<file path="src/rtl/bcd_pkg.sv">
// Shared types and constants for the binary-to-BCD converter.
// The digit correction helper lives here so the sub-module and any future users agree on it.
package bcd_pkg;

  localparam int BIN_W   = 14;
  localparam int MAX_VAL = 9999;

  typedef enum logic [1:0] {
    IDLE  = 2'd0,
    SHIFT = 2'd1,
    DONE  = 2'd2
  } state_t;

  typedef logic [3:0] bcd_digit_t;

  // Double-dabble correction: a digit >=5 would overflow past 9 once doubled.
  function automatic bcd_digit_t add3(input bcd_digit_t d);
    return (d >= 4'd5) ? bcd_digit_t'(d + 4'd3) : d;
  endfunction

endpackage

</file>
<file path="src/rtl/bcd_add3.sv">
// Combinational per-digit ">=5 then +3" correction stage used by each shift step.
module bcd_add3
  import bcd_pkg::*;
(
  input  logic [3:0] i_digit,
  output logic [3:0] o_digit
);

  assign o_digit = add3(i_digit);

endmodule

</file>
<file path="src/rtl/bin2bcd_converter.sv">
// Sequential 14-bit binary to four-digit BCD converter (shift-and-add-3), one bit per cycle.
// Inputs above MAX_VAL are clamped and flagged through ovf.
module bin2bcd_converter #(
  parameter int BIN_W   = 14,
  parameter int MAX_VAL = 9999
) (
  input  logic             clk,
  input  logic             rst,
  input  logic             start,
  input  logic [BIN_W-1:0] bin_in,
  output logic             busy,
  output logic             done,
  output logic             ovf,
  output logic [3:0]       bcd_thousands,
  output logic [3:0]       bcd_hundreds,
  output logic [3:0]       bcd_tens,
  output logic [3:0]       bcd_ones
);

  import bcd_pkg::*;

  localparam int               CNT_W   = $clog2(BIN_W + 1);
  localparam logic [BIN_W-1:0] MAX_BIN = BIN_W'(MAX_VAL);

  state_t                r_state;
  state_t                w_state_nxt;
  logic [BIN_W-1:0]      r_bin;
  bcd_digit_t [3:0]      r_scratch;
  bcd_digit_t [3:0]      w_corr;
  bcd_digit_t [3:0]      r_digits;
  logic [CNT_W-1:0]      r_cnt;
  logic                  r_ovf_cap;
  logic                  r_ovf;
  logic                  r_done;
  logic                  w_accept;
  logic                  w_over;
  logic                  w_unused_msb;

  genvar gi;
  generate
    for (gi = 0; gi < 4; gi++) begin : g_add3
      bcd_add3 u_add3 (
        .i_digit (r_scratch[gi]),
        .o_digit (w_corr[gi])
      );
    end
  endgenerate

  // Final value < 10000, so the top bit shifted out of the thousands digit is always 0.
  assign w_unused_msb = w_corr[3][3];

  // A new request is taken on the first edge back in IDLE, even while done is still high.
  assign w_accept = (r_state == IDLE) && start;
  assign w_over   = (bin_in > MAX_BIN);

  always_ff @(posedge clk) begin
    if (rst) r_state <= IDLE;
    else     r_state <= w_state_nxt;
  end

  always_comb begin
    w_state_nxt = r_state;
    case (r_state)
      IDLE:    if (start) w_state_nxt = SHIFT;
      SHIFT:   if (r_cnt == CNT_W'(1)) w_state_nxt = DONE;
      DONE:    w_state_nxt = IDLE;
      default: w_state_nxt = IDLE;
    endcase
  end

  always_ff @(posedge clk) begin
    if (rst) begin
      r_bin     <= '0;
      r_scratch <= '0;
      r_cnt     <= '0;
      r_ovf_cap <= 1'b0;
      r_ovf     <= 1'b0;
      r_done    <= 1'b0;
      r_digits  <= '0;
    end else begin
      r_done <= 1'b0;
      case (r_state)
        IDLE: begin
          if (w_accept) begin
            r_bin     <= w_over ? MAX_BIN : bin_in;
            r_ovf_cap <= w_over;
            r_scratch <= '0;
            r_cnt     <= CNT_W'(BIN_W);
          end
        end
        SHIFT: begin
          r_scratch <= {w_corr[3][2:0], w_corr[2], w_corr[1], w_corr[0], r_bin[BIN_W-1]};
          r_bin     <= {r_bin[BIN_W-2:0], 1'b0};
          r_cnt     <= r_cnt - CNT_W'(1);
        end
        DONE: begin
          r_digits <= r_scratch;
          r_ovf    <= r_ovf_cap;
          r_done   <= 1'b1;
        end
        default: ;
      endcase
    end
  end

  assign busy          = (r_state != IDLE) || r_done;
  assign done          = r_done;
  assign ovf           = r_ovf;
  assign bcd_thousands = r_digits[3];
  assign bcd_hundreds  = r_digits[2];
  assign bcd_tens      = r_digits[1];
  assign bcd_ones      = r_digits[0];

endmodule
</file>
<file path="config.mk">
export PLATFORM = sky130hd
export DESIGN_NAME = bin2bcd_converter
export DESIGN_NICKNAME = d
export VERILOG_FILES = /design/src/rtl/bcd_pkg.sv /design/src/rtl/bcd_add3.sv /design/src/rtl/bin2bcd_converter.sv
export SDC_FILE = /design/constraint.sdc
export NUM_CORES = 1
export LEC_CHECK = 0
export ABC_AREA = 1
export BUFFER_PORTS_ARGS = -buffer_cell sky130_fd_sc_hd__buf_2
export CAP_MARGIN = 20
export CORE_MARGIN = 3
export CORE_UTILIZATION = 50
export CTS_CLUSTER_SIZE = 40
export DETAILED_ROUTE_END_ITERATION = 6
export GPL_TIMING_DRIVEN = 1
export PLACE_DENSITY = 0.82
export SYNTH_ARGS = -nofsm -noshare
export SYNTH_HDL_FRONTEND = slang
export SYNTH_SLANG_ARGS = --single-unit
</file>
<file path="constraint.sdc">
create_clock -name clk -period 3.7 [get_ports clk]
set_input_delay 0.185 -clock clk [delete_from_list [all_inputs] [get_ports clk]]
set_output_delay 0.185 -clock clk [all_outputs]
set_load 0.01 [all_outputs]
</file>
# Word level (Yosys, flattened, before mapping)
# Index checks and enable logic that the tools add are counted.
[word_totals] reg_bits=55 input_bits=17 out_inout_bits=19 word_cells=53
[classes] add_sub_neg=5 magnitude_cmp=5 eq_ne=6 mux=15 n_reduce_logical=8
[op_table] op="$pmux 16 s2" n=1
[op_table] op="$mux 14" n=2
[op_table] op="$pmux 14 s2" n=1
[op_table] op="$ge 4x3->1 const B" n=4
[op_table] op="$mux 16" n=1
[op_table] op="$mux 4" n=4
[op_table] op="$gt 14x14->1 const B" n=1
[op_table] op="$add 4x2->4 const B" n=3
[op_table] op="$pmux 4 s2" n=1
[op_table] op="$ne 2x2->1 const B" n=3
[op_table] op="$reduce_and 2->1" n=3
[op_table] op="$eq 4x1->1 const B" n=1
[op_table] op="$mux 2" n=2
[op_table] op="$pmux 2 s2" n=1
[op_table] op="$reduce_bool 2->1" n=2
[op_table] op="$sub 4x1->4 const B" n=1
[op_table] op="$add 3x2->3 const B" n=1
[op_table] op="$mux 3" n=1
[op_table] op="$eq 2x1->1 const B" n=1
[op_table] op="$eq 2x2->1 const B" n=1
[op_table] op="$logic_not 2->1" n=1
[op_table] op="$logic_and 1x1->1" n=1
[op_table] op="$logic_or 1x1->1" n=1
[op_table] op="$mux 1" n=1

# Longest topological paths before layout
[depth] ltp_word=4 ltp_mapped=9 depth_no_buf=9

# Modules after synthesis
# A second synthesis with hierarchy kept.
[hier_totals] hier_cells=358 area_unflattened_um2=2663.8
[by_module_without_submodules] mod="bin2bcd_converter" instances=1 cells_each=266 area_each_um2=2123.3 seq_area_each_um2=1101.1
[by_module_without_submodules] mod="bcd_add3" instances=4 cells_each=23 area_each_um2=135.1 seq_area_each_um2=0.0

# Worst setup path after synthesis
# Ideal clock, no wire load.
[synth_timing] kind="flip-flop to flip-flop" from="register r_scratch[0] in the netlist's numbering" to="register r_scratch[2] in the netlist's numbering" setup_ns=0.126 arrival_time_ns=1.098 required_ns=3.574 path_slack_ns=2.477 path_stages_with_launch=9 path_buffers=0 path_cell_list="dfxtp_1 inv_1 ha_1 nor2_1 inv_1 nand3_1 nand2_1 o211ai_1 o21ai_0"
[synth_between] elab_chain_cells=3
[synth_lines] element="start, declared" line_no="bin2bcd_converter.sv:28" source="bcd_digit_t [3:0] r_scratch;"
[synth_lines] element="start signal, assigned" line_no="bin2bcd_converter.sv:92" source="r_scratch <= {w_corr[3][2:0], w_corr[2], w_corr[1], w_corr[0], r_bin[BIN_W-1]};"
[synth_lines] element="$add 4x2->4 or $ge 4x3->1 (tied branches)" line_no="bcd_pkg.sv:18" source="return (d >= 4'd5) ? bcd_digit_t'(d + 4'd3) : d;"
[synth_lines] element="$mux 4 (*)" line_no="bcd_pkg.sv:18"
[synth_lines] element="$pmux 16 s2 (*)" line_no="bin2bcd_converter.sv:82" source="case (r_state)"
# Every way passes the cells marked *; elsewhere a longest branch is shown, timed or not.
# A chain may end at the register's enable or synchronous reset.

# Final worst setup path
[layout_timing] from="register r_state[0]" to="register r_scratch[5] in the netlist's numbering"
[layout_between] elab_chain_cells=4
[layout_lines] element="start, declared" line_no="bin2bcd_converter.sv:25" source="state_t r_state;"
[layout_lines] element="start signal, assigned" line_no="bin2bcd_converter.sv:58" source="else r_state <= w_state_nxt;"
[layout_lines] element="$logic_not 2->1" line_no="bin2bcd_converter.sv:53, bin2bcd_converter.sv:82"
[layout_lines] element="$logic_and 1x1->1" line_no="bin2bcd_converter.sv:53" source="assign w_accept = (r_state == IDLE) && start;"
[layout_lines] element="$ne 2x2->1 (no source line)"
[layout_lines] element="$reduce_and 2->1 (no source line)"
# Several ways; a longest one is shown, not always the timed one.

==> qor.txt <==
Die W: 76.7 um
GRT Util Overall: 0.180
Largest net degree at the start of global routing: 35
R2R depth: 8
Slew Viols, Final: 0
Slew of the pin with the lowest slew margin: 774 ps
Core area: 0.00479 mm^2
Post-Place Worst Slack: 1870 ps
Layout cells sized above 1: 0.153
CTS buffer count: 5
Total power: 1.14 mW
Reg-to-reg startpoint: r_state[0]
Max VDD drop: 0.000264 V
Hold buffers post-CTS: 0
1st-pass router iterations: 4
CTS tree: built
Effective utilization at floorplan: 0.523
Fin crit period: 1910 ps
DRC: 0
H-tree levels: 2
Nets: 399
Most common cell after layout, fill and taps aside: nand2_1
Post-synth EDFFs: 0
Layout Skew: 12.1 ps
Worst-path clk slew: 100 ps
Worst hold path class: primary input to flop
Most frequent cells in the layout: 82 x nand2_1, 55 x dfxtp_1, 38 x inv_1
Post-synth top area cell: dfxtp_1
Status: finished clean
Die Ht: 76.7 um
Pleak: 1.28 nW
Yosys warns: 0
Crit path DAT: 2160 ps
CTS root buffer: clkbuf_8
Post-Route WL: 5160 um
Yosys top cell area share: 0.440
Reg-to-reg endpoint: r_scratch[5]
Synth-to-Final Area Change: 12.2%
Post-Syn Nets: 368
Primary FF master, synth: dfxtp_1
Routed via count: 2225
Vias in the first global route: 2021
Worst-Skew Late Latency: 310 ps
WHS: 150 ps
I/O Buffers: 35
# resized after CTS: 0
Sequential cell area fraction in the yosys report: 0.440
Vias/cell: 5.06
# clock sinks: 55
Worst path required time: 3950 ps
Yosys reg bits: 55
Detailed Place HPWL: 3510 um
Area of the die: 0.00589 mm^2
PD cells: 408 mW/mm^2
Max-cap violations: 0
Cells after synthesis: 341
Worst Setup Slack, final: 1790 ps
First-pass GRT wire length: 8900 um
Initial antenna violation count: 0
Crit-path max FO: 22
R2r setup slk: 1790 ps
Placed inst area: 0.00269 mm^2
Row count: 25
Post-CTS setup buffer count: 0
Period utilization: 0.516
Critical path endpoint: r_scratch[5]
Setup TNS: 0 ps
Synth async-reset ratio: 0
Highest Clock Rate: 524 MHz
Final Hold Viols: 0
Mean Syn Cell Area: 7.33 um^2
GRT overflow: 0
CP startpoint: r_state[0]
Final Instance Area: 0.00281 mm^2
RSZ-0062 raised after global routing: false
Routed WL per cell: 11.7 um
Placer Congestion: 0.805
Antenna Nets Post-Route: 0
Ant. Diodes: 0
Io pins: 36
Critical path class: flop to flop
Clock Tree Buf Depth: 2
Hold Crit Start: bin_in[3]
Yosys cell types: 27
Drt initial violations: 106
Slew HR: 0.483
Worst Setup End Kind: flop
Final setup fails: 0
CP Launch Type: flop
Top post-synthesis cells by area: dfxtp_1 44%, nand2_1 12%, o21ai_0 7.0%
Cell Area, Synth: 0.00250 mm^2
-- routing by layer --
layer	wire, um	up-vias	global-route usage
met5	0	-	0
met4	82	0	0.0670
li1	-	1158	-
met2	2490	47	0.303
met1	2370	1012	0.226
met3	217	8	0.0387
-- metrics by stage --
| step | utilization | std cells |
|---|---|---|
| after CTS | 0.583 | 439 |
| after global placement | 0.562 | 431 |
| after detailed placement | 0.562 | 431 |
| final | 0.586 | 440 |
| after global routing | 0.586 | 440 |
| after floorplan | - | 341 |
-- layout make-up --
cell class,count,area [um^2]
Clock inverter,2,16.3
Multi-Input combinational cell,231,1170
Inverter,43,164
Fill cell,447,1980
Tap cell,67,83.8
Sequential cell,55,1100
Clock buffer,6,82.6
Timing Repair Buffer,36,190
-- Yosys cell counts (4+ instances only) --
cell type / count
a21boi_0: 4
a21oi_1: 27
buf_2: 10
dfxtp_1: 55
ha_1: 10
inv_1: 38
inv_2: 4
nand2_1: 82
nand3_1: 21
nor2_1: 24
o211ai_1: 4
o21ai_0: 35
o21ai_1: 7
o22ai_1: 4
-- critical path, cell delays in order, from the launching register on --
cell and delay (ps):
dfxtp_1 380, inv_2 80, nor2_4 370, inv_2 160, nor2_4 410, inv_2 100
a21oi_1 170, o21ai_0 100, o21ai_1 70
-- kinds of logic after synthesis --
| kind of cell | share of synthesized area |
|---|---|
| buf+inv | 0.0930 |
| xor+xnor | 0.00700 |
| flops | 0.440 |
| fa+ha+maj | 0.0500 |
| compound gates | 0.175 |
| simple gates | 0.235 |
-- state kept, by name, indices dropped and copies added (netlist names) --
register	flops
r_bin	14
bcd_ones	4
bcd_tens	4
r_cnt	4
bcd_hundreds	4
r_ovf_cap	1
r_scratch	16
done	1
ovf	1
r_state	2
bcd_thousands	4
-- worst min path at each step --
stage	endpoint	slack, ps	depth (start not counted)
after floorplan	r_bin[0]	350	2
after global placement	r_bin[1]	440	2
after detailed placement	r_bin[8]	450	2
after CTS	r_bin[3]	150	5
after global routing	r_bin[7]	160	2
final	r_bin[3]	150	5
-- power breakdown --
group	switching, mW	internal [mW]	total (mW)
registers	0.0187	0.622	0.640
clock network	0.200	0.153	0.354
logic	0.100	0.0501	0.150
Note: power is estimated with default switching activity, not from simulation.
